File: src/rtl/uart_pkg.sv
// uart_pkg: shared types, constants and helpers for the UART transmitter.
//   uart_tx_state_t  transmitter FSM state encoding
//   UART_DATA_BITS   data bits per frame
//   UART_START_LEVEL line level of the start bit
//   UART_STOP_LEVEL  line level of the stop bit and of the idle line
//   baud_period()    clock cycles per line bit (integer division)
// Optional feature macro: UART_TX_PARITY_EN adds the PARITY state.
package uart_pkg;

    localparam int unsigned UART_DATA_BITS   = 8;
    localparam logic        UART_START_LEVEL = 1'b0;
    localparam logic        UART_STOP_LEVEL  = 1'b1;

    typedef enum logic [2:0] {
        IDLE,
        START,
        DATA,
`ifdef UART_TX_PARITY_EN
        PARITY,
`endif
        STOP
    } uart_tx_state_t;

    function automatic int unsigned baud_period(input int unsigned clk_hz,
                                                input int unsigned baud);
        return clk_hz / baud;
    endfunction

endpackage

File: src/rtl/uart_tx_fifo.sv
// uart_tx_fifo: synchronous byte FIFO feeding the UART transmitter.
//   clk    system clock, rising edge
//   rst_n  asynchronous active-low reset, empties the FIFO
//   push   write din (ignored while full)
//   pop    advance the read pointer (ignored while empty)
//   din    write data
//   dout   head-of-queue data, valid while !empty
//   full   no free entry
//   empty  no stored entry
// FIFO_DEPTH must be a power of two and at least 2.
module uart_tx_fifo #(
    parameter int unsigned FIFO_DEPTH = 4,
    parameter int unsigned WIDTH      = 8
) (
    input  logic             clk,
    input  logic             rst_n,
    input  logic             push,
    input  logic             pop,
    input  logic [WIDTH-1:0] din,
    output logic [WIDTH-1:0] dout,
    output logic             full,
    output logic             empty
);

    localparam int unsigned AW = $clog2(FIFO_DEPTH);

    // Pointers carry one extra wrap bit so full and empty are distinguishable.
    logic [AW:0]      wr_ptr;
    logic [AW:0]      rd_ptr;
    logic [WIDTH-1:0] mem [FIFO_DEPTH];
    logic             do_push;
    logic             do_pop;

    assign do_push = push && !full;
    assign do_pop  = pop && !empty;

    assign empty = (wr_ptr == rd_ptr);
    assign full  = (wr_ptr[AW] != rd_ptr[AW]) &&
                   (wr_ptr[AW-1:0] == rd_ptr[AW-1:0]);
    assign dout  = mem[rd_ptr[AW-1:0]];

    always_ff @(posedge clk or negedge rst_n) begin
        if (!rst_n) begin
            wr_ptr <= '0;
            rd_ptr <= '0;
        end else begin
            if (do_push) begin
                wr_ptr <= wr_ptr + (AW+1)'(1);
            end
            if (do_pop) begin
                rd_ptr <= rd_ptr + (AW+1)'(1);
            end
        end
    end

    always_ff @(posedge clk) begin
        if (do_push) begin
            mem[wr_ptr[AW-1:0]] <= din;
        end
    end

endmodule

File: src/rtl/uart_transmit.sv
// uart_transmit: byte-stream to serial UART transmitter (8N1, LSB first).
//   clk_in        system clock, rising edge
//   rst_n_in      asynchronous active-low reset
//   data_byte_in  byte to send
//   valid_in      data_byte_in valid; accepted when ready_out is high
//   ready_out     FIFO can accept a byte
//   tx_wire_out   registered serial line, idles high
//   busy_out      frame in progress or bytes still queued
// Optional feature macro: UART_TX_PARITY_EN inserts an even-parity bit
// between D7 and the stop bit (8E1).
module uart_transmit
    import uart_pkg::*;
#(
    parameter int unsigned INPUT_CLOCK_FREQ = 100_000_000,
    parameter int unsigned BAUD_RATE        = 9600,
    parameter int unsigned FIFO_DEPTH       = 4
) (
    input  logic       clk_in,
    input  logic       rst_n_in,
    input  logic [7:0] data_byte_in,
    input  logic       valid_in,
    output logic       ready_out,
    output logic       tx_wire_out,
    output logic       busy_out
);

    localparam int unsigned BAUD_BIT_PERIOD = baud_period(INPUT_CLOCK_FREQ, BAUD_RATE);
    localparam int unsigned CNT_W = (BAUD_BIT_PERIOD > 1) ? $clog2(BAUD_BIT_PERIOD) : 1;
    localparam logic [CNT_W-1:0] CNT_LAST = CNT_W'(BAUD_BIT_PERIOD - 1);
    localparam logic [2:0]       LAST_BIT = 3'(UART_DATA_BITS - 1);

    uart_tx_state_t   state;
    logic [CNT_W-1:0] period_count;
    logic [2:0]       bit_index;
    logic [7:0]       shift;
    logic             tx_reg;

    logic             fifo_push;
    logic             fifo_pop;
    logic             fifo_full;
    logic             fifo_empty;
    logic [7:0]       fifo_dout;
    logic             bit_done;

    assign bit_done  = (period_count == CNT_LAST);
    assign fifo_push = valid_in && !fifo_full;

    // Pops happen only where the FSM loads the shift register: from IDLE,
    // or on the last stop-bit cycle to chain frames without a gap.
    always_comb begin
        fifo_pop = 1'b0;
        case (state)
            IDLE:    fifo_pop = !fifo_empty;
            STOP:    fifo_pop = bit_done && !fifo_empty;
            default: fifo_pop = 1'b0;
        endcase
    end

    uart_tx_fifo #(
        .FIFO_DEPTH (FIFO_DEPTH),
        .WIDTH      (UART_DATA_BITS)
    ) u_fifo (
        .clk   (clk_in),
        .rst_n (rst_n_in),
        .push  (fifo_push),
        .pop   (fifo_pop),
        .din   (data_byte_in),
        .dout  (fifo_dout),
        .full  (fifo_full),
        .empty (fifo_empty)
    );

    // Line level is registered one state ahead: each transition writes the
    // level of the bit that the new state transmits.
    always_ff @(posedge clk_in or negedge rst_n_in) begin
        if (!rst_n_in) begin
            state        <= IDLE;
            period_count <= '0;
            bit_index    <= '0;
            shift        <= '0;
            tx_reg       <= UART_STOP_LEVEL;
        end else begin
            case (state)
                IDLE: begin
                    period_count <= '0;
                    tx_reg       <= UART_STOP_LEVEL;
                    if (fifo_pop) begin
                        shift  <= fifo_dout;
                        tx_reg <= UART_START_LEVEL;
                        state  <= START;
                    end
                end
                START: begin
                    if (bit_done) begin
                        period_count <= '0;
                        bit_index    <= '0;
                        tx_reg       <= shift[0];
                        state        <= DATA;
                    end else begin
                        period_count <= period_count + CNT_W'(1);
                    end
                end
                DATA: begin
                    if (bit_done) begin
                        period_count <= '0;
                        if (bit_index == LAST_BIT) begin
`ifdef UART_TX_PARITY_EN
                            tx_reg <= ^shift;
                            state  <= PARITY;
`else
                            tx_reg <= UART_STOP_LEVEL;
                            state  <= STOP;
`endif
                        end else begin
                            bit_index <= bit_index + 3'd1;
                            tx_reg    <= shift[bit_index + 3'd1];
                        end
                    end else begin
                        period_count <= period_count + CNT_W'(1);
                    end
                end
`ifdef UART_TX_PARITY_EN
                PARITY: begin
                    if (bit_done) begin
                        period_count <= '0;
                        tx_reg       <= UART_STOP_LEVEL;
                        state        <= STOP;
                    end else begin
                        period_count <= period_count + CNT_W'(1);
                    end
                end
`endif
                STOP: begin
                    if (bit_done) begin
                        period_count <= '0;
                        if (fifo_pop) begin
                            shift  <= fifo_dout;
                            tx_reg <= UART_START_LEVEL;
                            state  <= START;
                        end else begin
                            state <= IDLE;
                        end
                    end else begin
                        period_count <= period_count + CNT_W'(1);
                    end
                end
                default: begin
                    period_count <= '0;
                    tx_reg       <= UART_STOP_LEVEL;
                    state        <= IDLE;
                end
            endcase
        end
    end

    assign ready_out   = !fifo_full;
    assign tx_wire_out = tx_reg;
    assign busy_out    = (state != IDLE) || !fifo_empty;

endmodule

File: config.mk
export PLATFORM = sky130hd
export DESIGN_NAME = uart_transmit
export DESIGN_NICKNAME = d
export VERILOG_FILES = /design/src/rtl/uart_pkg.sv /design/src/rtl/uart_tx_fifo.sv /design/src/rtl/uart_transmit.sv
export SDC_FILE = /design/constraint.sdc
export NUM_CORES = 1
export LEC_CHECK = 0
export ABC_CLOCK_PERIOD_IN_PS = 4700
export CAP_MARGIN = 20
export CORE_UTILIZATION = 46
export CTS_BUF_LIST = sky130_fd_sc_hd__clkbuf_2
export DETAILED_ROUTE_END_ITERATION = 12
export GPL_TIMING_DRIVEN = 0
export HOLD_SLACK_MARGIN = 0.06
export PLACE_DENSITY = 0.6
export SLEW_MARGIN = 40
export SYNTH_ARGS = -nofsm -noshare
export SYNTH_HDL_FRONTEND = slang
export SYNTH_SLANG_ARGS = --single-unit
export TNS_END_PERCENT = 5
File: constraint.sdc
create_clock -name clk_in -period 4.7 [get_ports clk_in]
set_input_delay 0.47 -clock clk_in [delete_from_list [all_inputs] [get_ports clk_in]]
set_output_delay 0.47 -clock clk_in [all_outputs]
set_load 0.03 [all_outputs]
# == After elaboration in Yosys (flattened, before gate mapping) ==
# Memory sizes are Yosys's and may differ from the RTL's.
# Index checks and enable logic that the tools add are counted.
# word_totals
reg_bits,35
ramBits,32
input_bits,11
output_inout_bits,3
elab_cells,73
memories,1
# op_classes
n_addsub,4
magnitude_cmp,1
n_eq_ne,15
mux,28
reduce_logical,17
# mem_list
name,depth,width,read_ports,rd_ports_with_merged_regs,wr,line_no,source
u_fifo.mem,4,8,1,0,1,uart_tx_fifo.sv:30,logic [WIDTH-1:0] mem [FIFO_DEPTH];
# ops
op,count
$mux 14,2
$mux 3,8
$mux 8,2
$pmux 8 s2,1
$add 14x1->14 const B,1
$eq 14x14->1 const B,1
$pmux 3 s4,1
$mux 1,10
$ne 2x2->1 const B,5
$add 3x1->3 const B,3
$reduce_and 4->1,2
$eq 3x2->1 const B,2
$pmux 3 s2,1
$logic_and 1x1->1,5
$reduce_and 5->1,1
$lt 3x4->1 const B,1
$ne 2x1->1 const B,2
$pmux 1 s4,1
$reduce_bool 2->1,2
$bmux 1 s3,1
$eq 3x1->1 const B,1
$eq 3x3->1,1
$eq 3x3->1 const B,1
$logic_not 3->1,1
other kinds (8),9

# == Logic depth before layout (Yosys ltp) ==
# Gate-level depths: netlist of the first run.
# logic_depth
word_depth,7
mapped_depth,7
mapped_depth_nobuf,7

# == Hierarchy ==
# Synthesis of the first run repeated with hierarchy kept, for this count alone.
# unflattened
hier_cells,225
hier_area_um2,3125.5
# by_module_without_submodules
module,n_inst,cells_per_inst,area_each_um2
uart_tx_fifo,1,90,1629.1
uart_transmit,1,135,1496.4

# == Worst setup path after synthesis of the first run ==
# Ideal clock, no wire load.
# synth_timing
path_type,reg-to-reg
from,register bit_index[0]
to,register tx_reg (netlist: tx_wire_out)
setup_time_ns,0.082
t_arrival_ns,1.864
t_required_ns,4.618
setup_slack_ns,2.754
stages_incl_launch_ff,7
path_cell_list,dfrtp_1 -> ha_1 -> mux2_2 -> mux4_2 -> o21ai_1 -> o211ai_1 -> o31a_1
# synth_via
elab_chain_len,6
elab_cells_between_ends,7
classes_between,1 x add/sub; 1 x eq/ne; 5 x mux
# synth_lines
item,line_no,source
from (decl),uart_transmit.sv:34,logic [2:0] bit_index;
from (signal assigned),uart_transmit.sv:115,bit_index <= bit_index + 3'd1;
$add 3x1->3,uart_transmit.sv:116,tx_reg <= shift[bit_index + 3'd1];
$bmux 1 s3,uart_transmit.sv:116,
$mux 1 (implied by the code),uart_transmit.sv:116,
$mux 1 *,uart_transmit.sv:106,if (bit_index == LAST_BIT) begin
$mux 1 *,uart_transmit.sv:104,if (bit_done) begin
$pmux 1 s4 *,uart_transmit.sv:83,case (state)
to (signal assigned),uart_transmit.sv:97,tx_reg <= shift[0];
to (signal assigned),uart_transmit.sv:116,
to (decl),uart_transmit.sv:36,logic tx_reg;
# Every way passes the cells marked *; elsewhere a longest branch is shown, timed or not. The select of a mux whose other input is x is not followed.
# A chain may end at the register's enable or synchronous reset.

# == Worst setup path after layout of the first run ==
# layout_timing
from,register u_fifo.rd_ptr[0]
to,output busy_out
# layout_via
elab_chain_len,3
# layout_lines
item,line_no,source
from (decl),uart_tx_fifo.sv:29,logic [AW:0] rd_ptr;
from (signal assigned),uart_tx_fifo.sv:51,rd_ptr <= rd_ptr + (AW+1)'(1);
$eq 3x3->1,uart_tx_fifo.sv:37,assign empty = (wr_ptr == rd_ptr);
$logic_not 1->1,uart_transmit.sv:158,assign busy_out = (state != IDLE) || !fifo_empty;
$logic_or 1x1->1,uart_transmit.sv:158,
to (decl),uart_transmit.sv:24,output logic busy_out
# Every way passes these cells.

==> impl_metrics.env, run 1 <==
export IMPL_synth_xor_area_share=0.0483
export IMPL_drt_iter0_markers=51
export IMPL_post_cts_resized=0
export IMPL_clkLatencyLatePin_ns=0.47
export IMPL_cp_data_arrival_time_ns=2.30
export IMPL_cts_tree="built"
export IMPL_antenna_found_initial=0
export IMPL_hold_class="primary input to asynchronous set/reset pin"
export IMPL_fmax_mhz=361
export IMPL_end_kind="output pin"
export IMPL_die_x_um=83.5
export IMPL_reg2reg_depth=6
export IMPL_clock_sinks=66
export IMPL_synth_edff_count=32
export IMPL_crit_required_ns=4.23
export IMPL_place_congestion=0.779
export IMPL_synth_top_family_by_area="multiplexers"
export IMPL_diodes=0
export IMPL_yosysUniqueCellTypes=44
export IMPL_cts_max_level=3
export IMPL_start_kind="flip-flop"
export IMPL_cts_buffers=9
export IMPL_grt_pass1_vias=1826
export IMPL_drc=0
export IMPL_hold_viol_final=0
export IMPL_post_route_min_period_ns=2.77
export IMPL_timing_worst_setup_path_type="flip-flop to output pin"
export IMPL_netlist_area_mm2=0.00305
export IMPL_port_buffers=13
export IMPL_fillCellCount=533
export IMPL_peakVddDrop_mv=0.264
export IMPL_fin_util=0.537
export IMPL_period_share=0.590
export IMPL_cts_root_buf="clkbuf_2"
export IMPL_syn_inst=207
export IMPL_fp_row_count=29
export IMPL_worst_pin_slew_ns=0.445
export IMPL_grt_max_degree=19
export IMPL_final_antenna_net_count=0
export IMPL_ys_warn_count=0
export IMPL_ios=14
export IMPL_dieArea_mm2=0.00697
export IMPL_fin_setup_tns_ns=0
export IMPL_drv_cap=0
export IMPL_r2r_end="tx_wire_out"
export IMPL_routed_wl_um=5030
export IMPL_synthToLayoutAreaGrowth_pct=12.2
export IMPL_cts_setup_buffers=0
export IMPL_status="complete, no violations"
export IMPL_syn_area_per_cell_um2=14.8
export IMPL_wl_per_cell_um=16.0
export IMPL_vias_per_cell=5.53
export IMPL_synth_adder_area_share=0.0533
export IMPL_core_mm2=0.00639
export IMPL_ys_ff_latch=66
export IMPL_num_vias=1741
export IMPL_leakagePower_uw=0.00138
export IMPL_layout_drive_gt1_share=0.210
export IMPL_synth_simple_area_share=0.0967
export IMPL_reg2reg_setup_slack_ns=2.51
export IMPL_clock_skew_ns=0.00857
export IMPL_synth_compound_area_frac=0.0598
export IMPL_setup_violations=0
export IMPL_rsz0062_at_grt="no"
export IMPL_clock_path_buffers=2
export IMPL_path_clk_slew_ns=0.18
export IMPL_finalMaxSlewViolations=0
export IMPL_synthFlopType="dfrtp_1"
export IMPL_dpl_hpwl_um=3670
export IMPL_first_pass_iters=4
export IMPL_grt_overflow=0
export IMPL_async_flop_share=0.515
export IMPL_grt_total_usage=0.163
export IMPL_nets=257
export IMPL_crit_fanout=10
export IMPL_power_density_mw_per_mm2=570
export IMPL_initial_utilization=0.478
export IMPL_finalPower_uw=1950
export IMPL_syn_nets=231
export IMPL_ys_seq_area_frac=0.594
export IMPL_synth_area_mux_share=0.132
export IMPL_die_h_um=83.5
export IMPL_grt_pass1_wl_um=8670
export IMPL_slew_headroom=0.702
export IMPL_worstReg2RegStart="bit_index[0]"
cells in the mapped netlist, drive strengths merged (3+ instances only):
cell | number | area, µm²
a21oi | 6 | 30.0
or3 | 4 | 25.0
and4 | 3 | 28.8
dfrtp | 33 | 826
nor2 | 17 | 73.8
and2 | 5 | 33.8
nand4 | 4 | 25.0
buf | 3 | 27.5
xor2 | 13 | 121
inv | 6 | 22.5
mux2 | 14 | 158
edfxtp | 32 | 961
ha | 13 | 163
o21ai | 7 | 35.0
mux4 | 9 | 221
a22o | 5 | 43.8
nand2 | 9 | 33.8
xnor2 | 3 | 26.3
cell families after synthesis:
logic type	after synthesis
buffers and inverters	9
AND/OR/NAND/NOR	53
adder cells (fa/ha/maj)	13
flip-flops	66
multiplexers	25
XOR/XNOR	16
AO/OA/AOI/OAI	25
state kept, by name (all words and copies together), names as in the netlist:
signal and flops:
state 2, u_fifo.mem 32, tx_wire_out 1, shift 8, period_count 14, bit_index 3, u_fifo.wr_ptr 3, u_fifo.rd_ptr 3
through the flow:
step / area, µm² / hold WS [ns] / worst slack [ns] / cells
after floorplan: 3050 / 0.174 / 2.75 / 207
after global placement: 3280 / 0.463 / 2.49 / 297
after detailed placement: 3300 / 0.437 / 2.45 / 298
after CTS: 3430 / 0.418 / 1.87 / 315
after global routing: 3430 / 0.456 / 1.76 / 315
final: 3430 / 0.453 / 1.93 / 315
cell usage in the layout, fill, tap and decap left out, types with 6 or more instances in the layout:
cell             instances
clkbuf_2                 9
edfxtp_1                32
o21ai_0                  6
mux2_2                  14
nor2_1                  15
dfrtp_1                 33
xor2_1                  12
a21oi_1                  6
ha_1                    13
clkdlybuf4s50_1         12
nand2_1                  9
inv_1                    6
layout make-up:
type,count,area (µm²),share of cell area
timing repair buffer,15,163,0.0475
inverter,6,22.5,0.00657
sequential,66,1810,0.529
buffer,3,27.5,0.00803
multi-input combinational,132,1190,0.348
clock buffer,9,45.0,0.0131
tap,77,96.3,0.0281
clock inverter,7,68.8,0.0201
worst max-delay path by stage:
stage                           startpoint                to  slack (ns)
after CTS                 u_fifo.rd_ptr[0]          busy_out        1.87
final                     u_fifo.rd_ptr[0]          busy_out        1.93
after detailed placement  u_fifo.rd_ptr[0]          busy_out        2.45
after global routing      u_fifo.rd_ptr[0]          busy_out        1.76
after floorplan               bit_index[0]       tx_wire_out        2.75
after global placement            rst_n_in  u_fifo.wr_ptr[0]        2.49
critical path: stages (launching register included):
cell             delay (ns)
dfrtp_1                0.41
buf_6                  0.18
xor2_1                 0.39
nor3_1                 0.09
nand2_1                0.09
clkdlybuf4s50_1        0.66
power breakdown:
group	internal (µW)	total [µW]	switching, µW
registers	773	859	86.2
logic	355	770	414
clock network	122	324	202
metal layers:
layer | GRT usage | part of all wire | wire (µm) | up-vias
met5 | 0 | 0 | 0 | -
met1 | 0.185 | 0.41 | 2080 | 875
met3 | 0.0425 | 0.037 | 184 | 13
met4 | 0.0863 | 0.021 | 108 | 0
li1 | - | - | - | 821
met2 | 0.282 | 0.53 | 2650 | 32
timing repair:
item | CTS | global route
hold endpoints to repair | 17 | 0
hold buffers | 1 | 0
endpoints found under the setup margin | 0 | 0
(Power assumes the default switching activity.)
==> run 2, diff against run 1 <==
ABC_CLOCK_PERIOD_IN_PS = 2300   (was 4700)
PLACE_DENSITY = 0.63   (was 0.6)
clock period = 2.3 ns   (was 4.7 ns; I/O delays follow)
==> run 2 against run 1 <==
Worst setup slack got worse by 1.7 ns; cell count did not move; power rose by 110%.
==> impl_metrics.env, run 2 (synthesis results as in run 1) <==
export IMPL_status="complete, no violations"
export IMPL_fin_util=0.543
export IMPL_fmax_mhz=478
export IMPL_clkLatencyLatePin_ns=0.46
export IMPL_num_vias=1695
export IMPL_period_share=0.909
export IMPL_hold_viol_final=0
export IMPL_slew_headroom=0.696
export IMPL_r2r_end="tx_wire_out"
export IMPL_end_kind="flip-flop"
export IMPL_drt_iter0_markers=81
export IMPL_antenna_found_initial=0
export IMPL_grt_max_degree=19
export IMPL_core_mm2=0.00639
export IMPL_power_density_mw_per_mm2=1180
export IMPL_wl_per_cell_um=15.4
export IMPL_cp_startpoint="bit_index[0]"
export IMPL_final_antenna_net_count=0
export IMPL_layout_commonest_cell="dfrtp_1"
export IMPL_initial_utilization=0.478
export IMPL_start_kind="flip-flop"
export IMPL_ios=14
export IMPL_rsz0062_at_grt="no"
export IMPL_dieArea_mm2=0.00697
export IMPL_cts_root_buf="clkbuf_2"
export IMPL_drc=0
export IMPL_clock_sinks=66
export IMPL_port_buffers=13
export IMPL_dp_cells=298
export IMPL_place_congestion=0.716
export IMPL_layout_drive_gt1_share=0.218
export IMPL_crit_required_ns=2.73
export IMPL_post_route_min_period_ns=2.09
export IMPL_path_clk_slew_ns=0.20
export IMPL_crit_path_cell_trace="ha_1 > mux2_2 > mux4_2 > o21ai_1 > o211ai_1 > o31a_1"
export IMPL_leakagePower_uw=0.00139
export IMPL_timing_worst_setup_path_type="flip-flop to flip-flop"
export IMPL_synthToLayoutAreaGrowth_pct=13.4
export IMPL_clock_path_buffers=2
export IMPL_holdWs_ns=0.207
export IMPL_diodes=0
export IMPL_worstReg2RegStart="bit_index[0]"
export IMPL_worst_pin_slew_ns=0.455
export IMPL_crit_slowest_cell="dfrtp_1"
export IMPL_final_cells=315
export IMPL_cts_buffers=9
export IMPL_finalPower_uw=4090
export IMPL_crit_fanout=5
export IMPL_mostFrequentLayoutCells="dfrtp_1, edfxtp_1, nor2_1, mux2_2, ha_1"
export IMPL_first_pass_iters=4
export IMPL_grt_pass1_vias=1801
export IMPL_peakVddDrop_mv=0.719
export IMPL_reg2reg_setup_slack_ns=0.21
export IMPL_drv_cap=0
export IMPL_grt_overflow=0
export IMPL_crit_end="tx_wire_out"
export IMPL_die_x_um=83.5
export IMPL_fin_setup_tns_ns=0
export IMPL_cts_tree="built"
export IMPL_vias_per_cell=5.38
export IMPL_grt_total_usage=0.157
export IMPL_routed_wl_um=4840
export IMPL_fp_row_count=29
export IMPL_hold_class="primary input to asynchronous set/reset pin"
export IMPL_largest_reg_flops=32
export IMPL_cts_max_level=3
export IMPL_cp_data_arrival_time_ns=2.52
export IMPL_nets=257
export IMPL_critical_path_max_stage_delay_ns=0.47
export IMPL_dpl_hpwl_um=3370
export IMPL_grt_pass1_wl_um=8410
export IMPL_die_h_um=83.5
export IMPL_finalMaxSlewViolations=0
export IMPL_setup_violations=0
export IMPL_reg2reg_depth=6
export IMPL_clock_skew_ns=0.0178
-- run 2: changes by cell type in the layout (fill, tap and decap cells not counted), moves of 2 or more --
| cell | delta |
|---|---|
| xor2_1 | -3 |
| xor2_2 | +3 |
| clkdlybuf4s50_1 | -2 |
| dlygate4sd2_1 | +2 |
-- run 2: worst max-delay path, delay by kind of cell (launching register included) --
| family | cells | cell delay, ns |
|---|---|---|
| muxes | 2 | 0.82 |
| AOI/OAI and AO/OA | 3 | 0.35 |
| adders and majority gates | 1 | 0.41 |
| DFF | 1 | 0.47 |
-- run 2: metal layers --
layer / global-route usage / vias to the layer above / wire length, µm
li1: - / 821 / -
met5: 0 / - / 0
met4: 0.0693 / 0 / 53
met3: 0.0297 / 5 / 121
met2: 0.267 / 26 / 2460
met1: 0.195 / 843 / 2210
-- run 2: where the power goes --
group          switching (µW)  internal [µW]  leakage, µW
logic                     825            726     0.000583
clock network             417            358    0.0000793
registers                 184           1580     0.000726
-- run 2: area by class of cell --
| cell class | count | area, µm² |
|---|---|---|
| fill | 546 | 2920 |
| sequential | 66 | 1810 |
| multi-input combinational | 132 | 1210 |
| timing repair buffer | 15 | 160 |
| tap | 77 | 96.3 |
| clock inverter | 6 | 81.3 |
| clock buffer | 10 | 50.0 |
| buffer | 3 | 27.5 |
| inverter | 6 | 22.5 |
-- run 2: how the worst min path moves through the flow --
stage                         start                to  slack (ns)  cells past startpoint
finish                     rst_n_in  period_count[13]        0.21                      2
detailed placement         rst_n_in   period_count[2]        0.21                      1
global placement    period_count[0]   period_count[0]        0.47                      1
global route               rst_n_in  period_count[13]        0.21                      2
floorplan                  rst_n_in      bit_index[0]       -0.07                      0
CTS                        rst_n_in  period_count[13]        0.18                      2
-- run 2: through the flow --
| step | worst slack [ns] | cell area, µm² |
|---|---|---|
| global route | 0.0510 | 3460 |
| CTS | 0.160 | 3460 |
| finish | 0.210 | 3460 |
| detailed placement | 0.173 | 3300 |
| floorplan | 0.354 | 3050 |
| global placement | 0.140 | 3280 |
-- run 2: timing repair --
| item | in CTS | in global routing |
|---|---|---|
| endpoints found under the hold margin | 33 | 0 |
| endpoints found under the setup margin | 2 | 0 |
| resized for setup | 5 | 0 |
| setup buffers | 0 | 0 |
| hold buffers | 1 | 0 |
==> run 3, diff against run 2 <==
RECOVER_POWER = 25   (was default)
==> run 3 against run 2 <==
Wire length hardly changed; cell count did not move; critical path depth stayed put; maximum frequency stayed put; largest cell class unchanged; highest routed layer unchanged.
==> impl_metrics.env, run 3 (synthesis results as in run 1) <==
export IMPL_cts_buffers=9
export IMPL_status="complete, no violations"
export IMPL_power_switching_uw=1430
export IMPL_fp_row_count=29
export IMPL_die_x_um=83.5
export IMPL_p_int_uw=2660
export IMPL_setup_violations=0
export IMPL_place_congestion=0.716
export IMPL_grt_pass1_vias=1801
export IMPL_grt_pass1_wl_um=8410
export IMPL_fin_util=0.542
export IMPL_post_route_min_period_ns=2.09
export IMPL_dieArea_mm2=0.00697
export IMPL_clock_sinks=66
export IMPL_power_frac_seq=0.431
export IMPL_wl_per_cell_um=15.4
export IMPL_combPwrFrac=0.379
export IMPL_nets=257
export IMPL_register_area_mm2=0.00181
export IMPL_drv_cap=0
export IMPL_timing_worst_setup_path_type="flip-flop to flip-flop"
export IMPL_final_antenna_net_count=0
export IMPL_cts_setup_buffers=0
export IMPL_grt_total_usage=0.157
export IMPL_diodes=0
export IMPL_drc=0
export IMPL_multi_input_area_mm2=0.00121
export IMPL_clock_path_buffers=2
export IMPL_rsz0062_at_grt="no"
export IMPL_dpl_hpwl_um=3370
export IMPL_layout_drive_gt1_share=0.214
export IMPL_num_vias=1695
export IMPL_grt_max_degree=19
export IMPL_path_clk_slew_ns=0.20
export IMPL_worstReg2RegStart="bit_index[0]"
export IMPL_grt_overflow=0
export IMPL_slew_headroom=0.271
export IMPL_period_share=0.909
export IMPL_peakVddDrop_mv=0.719
export IMPL_swShare=0.349
export IMPL_clock_skew_ns=0.0176
export IMPL_cts_max_level=3
export IMPL_initial_utilization=0.478
export IMPL_worst_pin_slew_ns=1.09
export IMPL_vias_per_cell=5.38
export IMPL_finalMaxSlewViolations=0
export IMPL_hold_class="primary input to asynchronous set/reset pin"
export IMPL_port_buffers=13
export IMPL_cts_tree="built"
export IMPL_crit_slowest_cell="dfrtp_1"
export IMPL_ios=14
export IMPL_core_mm2=0.00639
export IMPL_fillCellCount=547
export IMPL_reg2reg_setup_slack_ns=0.21
export IMPL_reg2reg_depth=6
export IMPL_hold_viol_final=0
export IMPL_crit_fanout=5
export IMPL_fmax_mhz=478
export IMPL_end_kind="flip-flop"
export IMPL_mostFrequentLayoutCells="dfrtp_1, edfxtp_1, nor2_1, mux2_2, ha_1"
export IMPL_routed_wl_um=4840
export IMPL_die_h_um=83.5
export IMPL_crit_path_cell_trace="ha_1 > mux2_2 > mux4_2 > o21ai_1 > o211ai_1 > o31a_1"
export IMPL_cp_data_arrival_time_ns=2.52
export IMPL_crit_required_ns=2.73
export IMPL_clkLatencyLatePin_ns=0.46
export IMPL_antenna_found_initial=0
export IMPL_fin_setup_tns_ns=0
export IMPL_leakagePower_uw=0.00139
export IMPL_power_density_mw_per_mm2=1180
export IMPL_cts_root_buf="clkbuf_2"
export IMPL_clockPowerShare=0.190
export IMPL_first_pass_iters=4
export IMPL_layout_commonest_cell="dfrtp_1"
export IMPL_drt_iter0_markers=81
export IMPL_largest_reg_flops=32
export IMPL_synthToLayoutAreaGrowth_pct=13.4
export IMPL_critical_path_max_stage_delay_ns=0.47
export IMPL_start_kind="flip-flop"
export IMPL_r2r_end="tx_wire_out"
-- run 3: worst max path at each step --
| stage | start | endpoint | slack [ns] | cells after the start |
|---|---|---|---|---|
| after floorplan | bit_index[0] | tx_wire_out | 0.35 | 6 |
| after global placement | u_fifo.rd_ptr[0] | u_fifo.mem[0][4] | 0.14 | 5 |
| after detailed placement | u_fifo.rd_ptr[0] | u_fifo.mem[0][6] | 0.17 | 5 |
| after CTS | u_fifo.rd_ptr[0] | busy_out | 0.16 | 5 |
| after global routing | u_fifo.rd_ptr[0] | busy_out | 0.05 | 5 |
| final | bit_index[0] | tx_wire_out | 0.21 | 6 |
-- run 3: layer usage --
metal | global-route usage | wire length, µm
met1 | 0.195 | 2200
met2 | 0.267 | 2460
met3 | 0.0297 | 121
met4 | 0.0693 | 53
met5 | 0 | 0
-- run 3: area by class of cell --
cell class,instances,share of cell area
Tap cell,77,0.0278
Buffer,3,0.00795
Clock buffer,10,0.0145
Multi-Input combinational cell,132,0.350
Inverter,6,0.00650
Timing Repair Buffer,15,0.0459
Clock inverter,6,0.0235
Sequential cell,66,0.523
-- run 3: critical path: cells and delay by family, from the launching register on --
kind | cells | cell delay [ns]
muxes | 2 | 0.82
adders and majority gates | 1 | 0.41
AOI/OAI and AO/OA | 3 | 0.35
DFF | 1 | 0.47
-- run 3: power groups by stage --
stage / registers, µW / logic (µW) / clock network (µW)
final: 1760 / 1550 / 775
after global routing: 1810 / 1740 / 836
after CTS: 1770 / 1580 / 791
after detailed placement: 1780 / 1570 / 0
after global placement: 1770 / 1540 / 0
after floorplan: 1750 / 1220 / 0
-- run 3: repair_timing --
action | 4_1_cts | 5_1_grt
gates resized for setup | 5 | 0
endpoints found under the hold margin | 33 | 0
setup endpoints to repair | 2 | 0
hold buffers | 1 | 0
-- run 3: metrics by stage --
step	total power (µW)	setup slack [ns]	hold slack [ns]	cells	cell area, µm²
floorplan	2970	0.354	-0.0656	207	3050
global placement	3310	0.140	0.472	297	3280
detailed placement	3350	0.173	0.205	298	3300
CTS	4140	0.160	0.184	315	3460
global route	4380	0.0510	0.436	315	3460
finish	4090	0.210	0.452	315	3460
==> patch 1, RTL diff (config.mk and constraints of run 1) <==
Set the parameter `INPUT_CLOCK_FREQ` to 200_000_000 (it was 100_000_000).
--- a/src/rtl/uart_transmit.sv
+++ b/src/rtl/uart_transmit.sv
@@ -12,5 +12,5 @@
     import uart_pkg::*;
 #(
-    parameter int unsigned INPUT_CLOCK_FREQ = 100_000_000,
+    parameter int unsigned INPUT_CLOCK_FREQ = 200_000_000,
     parameter int unsigned BAUD_RATE        = 9600,
     parameter int unsigned FIFO_DEPTH       = 4
Formal check against the unedited RTL: no difference found for any inputs over 10 cycles, from zero or initial values and one cycle with rst_n_in low; that may be too few to reach the edited logic, so the function may still have changed.
==> patch 1 against run 1 <==
Clock skew rose by 0.018 ns. Clock power rose by 42%. Largest cell class unchanged. Cell area rose by 2.6%. Total power rose by 6.1%. Setup slack got worse by 0.24 ns. Area after synthesis rose by 1.1%. Sequential cell count rose by 1. Routed wire length fell by 0.26%. Sequential power rose by 0.8%.
==> patch 1: results (changes against run 1) <==
| Metric | Value |
|---|---|
| Result of the run | `completed (unchanged)` |
| Critical path data arrival time | `2.54 ns (was 2.30 ns)` |
| Final clock skew | `0.0263 ns (was 0.00857 ns)` |
| Vias | `1729 (was 1741)` |
| Weighted congestion at the end of routability-driven global placement | `0.725 (was 0.779)` |
| Clock-pin slew on the worst setup and hold paths | `0.22 ns (was 0.18 ns)` |
| Peak supply drop | `0.315 mV (was 0.264 mV)` |
| Routed wire length per instance | `15.5 um (was 16.0 um)` |
| Net count of the finished layout | `267 (was 257)` |
| Post-synthesis sequential area ratio | `59.5% (was 59.4%)` |
| Placed wire-length estimate after detailed placement | `3560 um (was 3670 um)` |
| Ranking of synthesized cells by instance count | `dfrtp_1 (34), edfxtp_1 (32), nor2_1 (18) (was dfrtp_1 (33), edfxtp_1 (32), nor2_1 (15))` |
| Wire length of the first global-routing pass | `8830 um (was 8670 um)` |
| Async SR Flop Fraction | `52.2% (was 51.5%)` |
| Reg2Reg Setup Slack | `2.19 ns (was 2.51 ns)` |
| Vias in the first global route | `1811 (was 1826)` |
| Global router's overall resource usage | `16.7% (was 16.3%)` |
| Number of different library cells in the post-synthesis netlist | `42 (was 44)` |
| Fraction of layout instances using a drive strength above 1 | `20.2% (was 21.0%)` |
| Number of filler cells placed in the layout | `562 (was 533)` |
| Leakage power figure | `1.42 nW (was 1.38 nW)` |
| Syn Nets | `241 (was 231)` |
| Post-layout minimum cycle time | `3.01 ns (was 2.77 ns)` |
| Longest individual stage delay on the worst path | `0.60 ns (was 0.66 ns)` |
| 1st-iter DRT viols | `74 (was 51)` |
| Maximum number of pins on one net before global-route repair | `23 (was 19)` |
## patch 1: per-stage QoR
stage          std cells  area, um^2  hold slack, ns  power, mW
5_1_grt              324        3520           0.370       2.22
4_1_cts              324        3520           0.335       2.11
2_1_floorplan        216        3090           0.174       1.44
6_report             324        3520           0.370       2.07
3_5_place_dp         307        3340           0.406       1.65
3_3_place_gp         306        3320           0.474       1.63
## patch 1: cells by family (layout without fill, tap and decap cells)
group	after synthesis	count (layout)	synth area share [%]
fa+ha+maj	14	14	5.67
simple gates	57	57	10.2
flops	67	67	59.5
xor+xnor	20	20	5.67
mux	25	25	12.4
compound gates	18	18	4.66
buf+inv	15	46	1.90
## patch 1: final cells by class
type | count | area, um^2 | share of cell area [%]
flip-flops and latches | 67 | 1840 | 52.3
multi-input cells | 134 | 1190 | 33.9
repair buffers | 15 | 163 | 4.62
clock inverters | 7 | 124 | 3.52
well taps | 77 | 96.3 | 2.74
clock buffers | 9 | 45.0 | 1.28
inverters | 10 | 37.5 | 1.07
plain buffers | 5 | 21.3 | 0.605
## patch 1: power by group
group          leakage, nW  internal, mW  switching (mW)
clock network       0.0931         0.234           0.226
logic                0.587         0.340           0.405
registers            0.740         0.782          0.0836
## patch 1: layer usage
metal | global-route usage [%] | wire (um) | vias up
li1 | - | - | 838
met1 | 22.5 | 2540 | 859
met2 | 25.4 | 2290 | 23
met3 | 3.66 | 111 | 9
met4 | 8.93 | 80 | 0
met5 | 0 | 0 | -
## patch 1: repair_timing
item                      CTS  global route
hold buffers                1             0
hold endpoints to repair   12             0
buffers inserted            0             0
==> patch 2, RTL diff (flow settings as in run 1) <==
Without the edit above. Make the reset (`rst_n` and `rst_n_in`) synchronous in 2 clocked blocks. Comments in the files are not updated.
--- a/src/rtl/uart_tx_fifo.sv
+++ b/src/rtl/uart_tx_fifo.sv
@@ -40,5 +40,5 @@
     assign dout  = mem[rd_ptr[AW-1:0]];
 
-    always_ff @(posedge clk or negedge rst_n) begin
+    always_ff @(posedge clk) begin
         if (!rst_n) begin
             wr_ptr <= '0;
--- a/src/rtl/uart_transmit.sv
+++ b/src/rtl/uart_transmit.sv
@@ -73,5 +73,5 @@
     // Line level is registered one state ahead: each transition writes the
     // level of the bit that the new state transmits.
-    always_ff @(posedge clk_in or negedge rst_n_in) begin
+    always_ff @(posedge clk_in) begin
         if (!rst_n_in) begin
             state        <= IDLE;
Check against the original RTL: differs if rst_n_in is asserted again (counterexample within 4 cycles, from zero or initial values and one cycle with rst_n_in low); with rst_n_in held inactive, the same outputs for 10 cycles.
==> patch 2 against run 1 <==
Non-clock buffer count is 4 higher. First-iteration DRC count is 65% higher. Combinational power is 42% lower. Area after synthesis is 0.82% lower. Setup slack better by 0.21 ns. Routed wire length is 2.4% higher. Cell area is 1.4% lower. Sequential cell count is 2 higher. Global-route usage is 0.053 points lower. Die area is 0.80% lower. Total power is 22% lower. Critical endpoint unchanged. Highest routed layer unchanged.
==> patch 2: results (changes against run 1) <==
| Metric | Value |
|---|---|
| Non-clock buffer share | `5.22% (was 5.55%)` |
| Post-Syn Instances | `258 (was 207)` |
| WL met3 | `160 um (was 184 um)` |
| Reg2Reg Setup Slack | `2.64 ns (was 2.51 ns)` |
| GR Layer Usage met3 | `5.67% (was 4.25%)` |
| Length of routed met2 wiring | `2360 um (was 2650 um)` |
| Ys flop type | `dfxtp_1 (was dfrtp_1)` |
| Adder-Cell Fraction of Synth Area | `5.37% (was 5.33%)` |
| Critical path data arrival time | `2.10 ns (was 2.30 ns)` |
| Post-synthesis sequential area ratio | `55.5% (was 59.4%)` |
| Wire length of the first global-routing pass | `8580 um (was 8670 um)` |
| Top cells by area in the synthesized netlist | `edfxtp_1 (32%), dfxtp_1 (24%), mux4_2 (6.7%) (was edfxtp_1 (31%), dfrtp_1 (27%), ha_1 (5.3%))` |
| Async SR Flop Fraction | `0% (was 51.5%)` |
| Post-synthesis mux area share | `8.01% (was 13.2%)` |
| Critical path fanouts, max | `6 (was 10)` |
| GR Layer Usage met2 | `24.5% (was 28.2%)` |
| 1st-iter DRT viols | `84 (was 51)` |
| Proportion of cell area occupied by registers | `49.8% (was 52.9%)` |
| Result of the run | `completed (unchanged)` |
| Placed wire-length estimate after detailed placement | `3500 um (was 3670 um)` |
| Launching instance or port of the critical path | `state[0] (was u_fifo.rd_ptr[0])` |
| Fraction of area in multi-input gates | `37.2% (was 34.8%)` |
| Layout clock area frac | `3.63% (was 3.32%)` |
| Syn Nets | `282 (was 231)` |
| Complex-gate fraction of the synthesized area | `8.63% (was 5.98%)` |
| Global router's overall resource usage | `16.2% (was 16.3%)` |
| Ranking of synthesized cells by instance count | `dfxtp_1 (36), edfxtp_1 (32), nor2_1 (22) (was dfrtp_1 (33), edfxtp_1 (32), nor2_1 (15))` |
| Leakage power figure | `1.20 nW (was 1.38 nW)` |
| Final clock skew | `0.0227 ns (was 0.00857 ns)` |
| Vias | `1920 (was 1741)` |
| Post-placement cell area | `0.00326 mm^2 (was 0.00330 mm^2)` |
| Number of different library cells in the post-synthesis netlist | `40 (was 44)` |
| Worst min-delay path category | `flip-flop to flip-flop (was input port to asynchronous set/reset pin)` |
| Worst setup slack after layout | `2.13 ns (was 1.93 ns)` |
| Worst slack at placement | `2.38 ns (was 2.45 ns)` |
| Cells on worst reg2reg path | `3 (was 6)` |
| Clock latency on the worst-skew pair | `0.51 ns (was 0.47 ns)` |
patch 2: cell count changes after synthesis, moves of 6 or more:
cell / run 1 / this run
dfrtp_1: 33 / 0
dfxtp_1: 0 / 36
inv_1: 6 / 12
mux2_2: 14 / 0
nand2_1: 9 / 18
nand3_1: 2 / 15
nor2_1: 15 / 22
o21ai_1: 1 / 9
xnor2_1: 3 / 9
xor2_1: 12 / 6
patch 2: cell families (layout without fill, tap and decap cells):
kind of cell / after synthesis / count (layout)
and+or+nand+nor: 85 / 85
DFF: 68 / 68
AOI/OAI and AO/OA: 43 / 43
buffers and inverters: 21 / 50
xor gates and xnor gates: 15 / 15
adders and majority gates: 13 / 13
muxes: 13 / 13
patch 2: where the power goes:
group / switching [mW] / internal (mW) / total, mW
clock: 0.224 / 0.126 / 0.350
sequential: 0.0375 / 0.690 / 0.727
combinational: 0.257 / 0.186 / 0.443
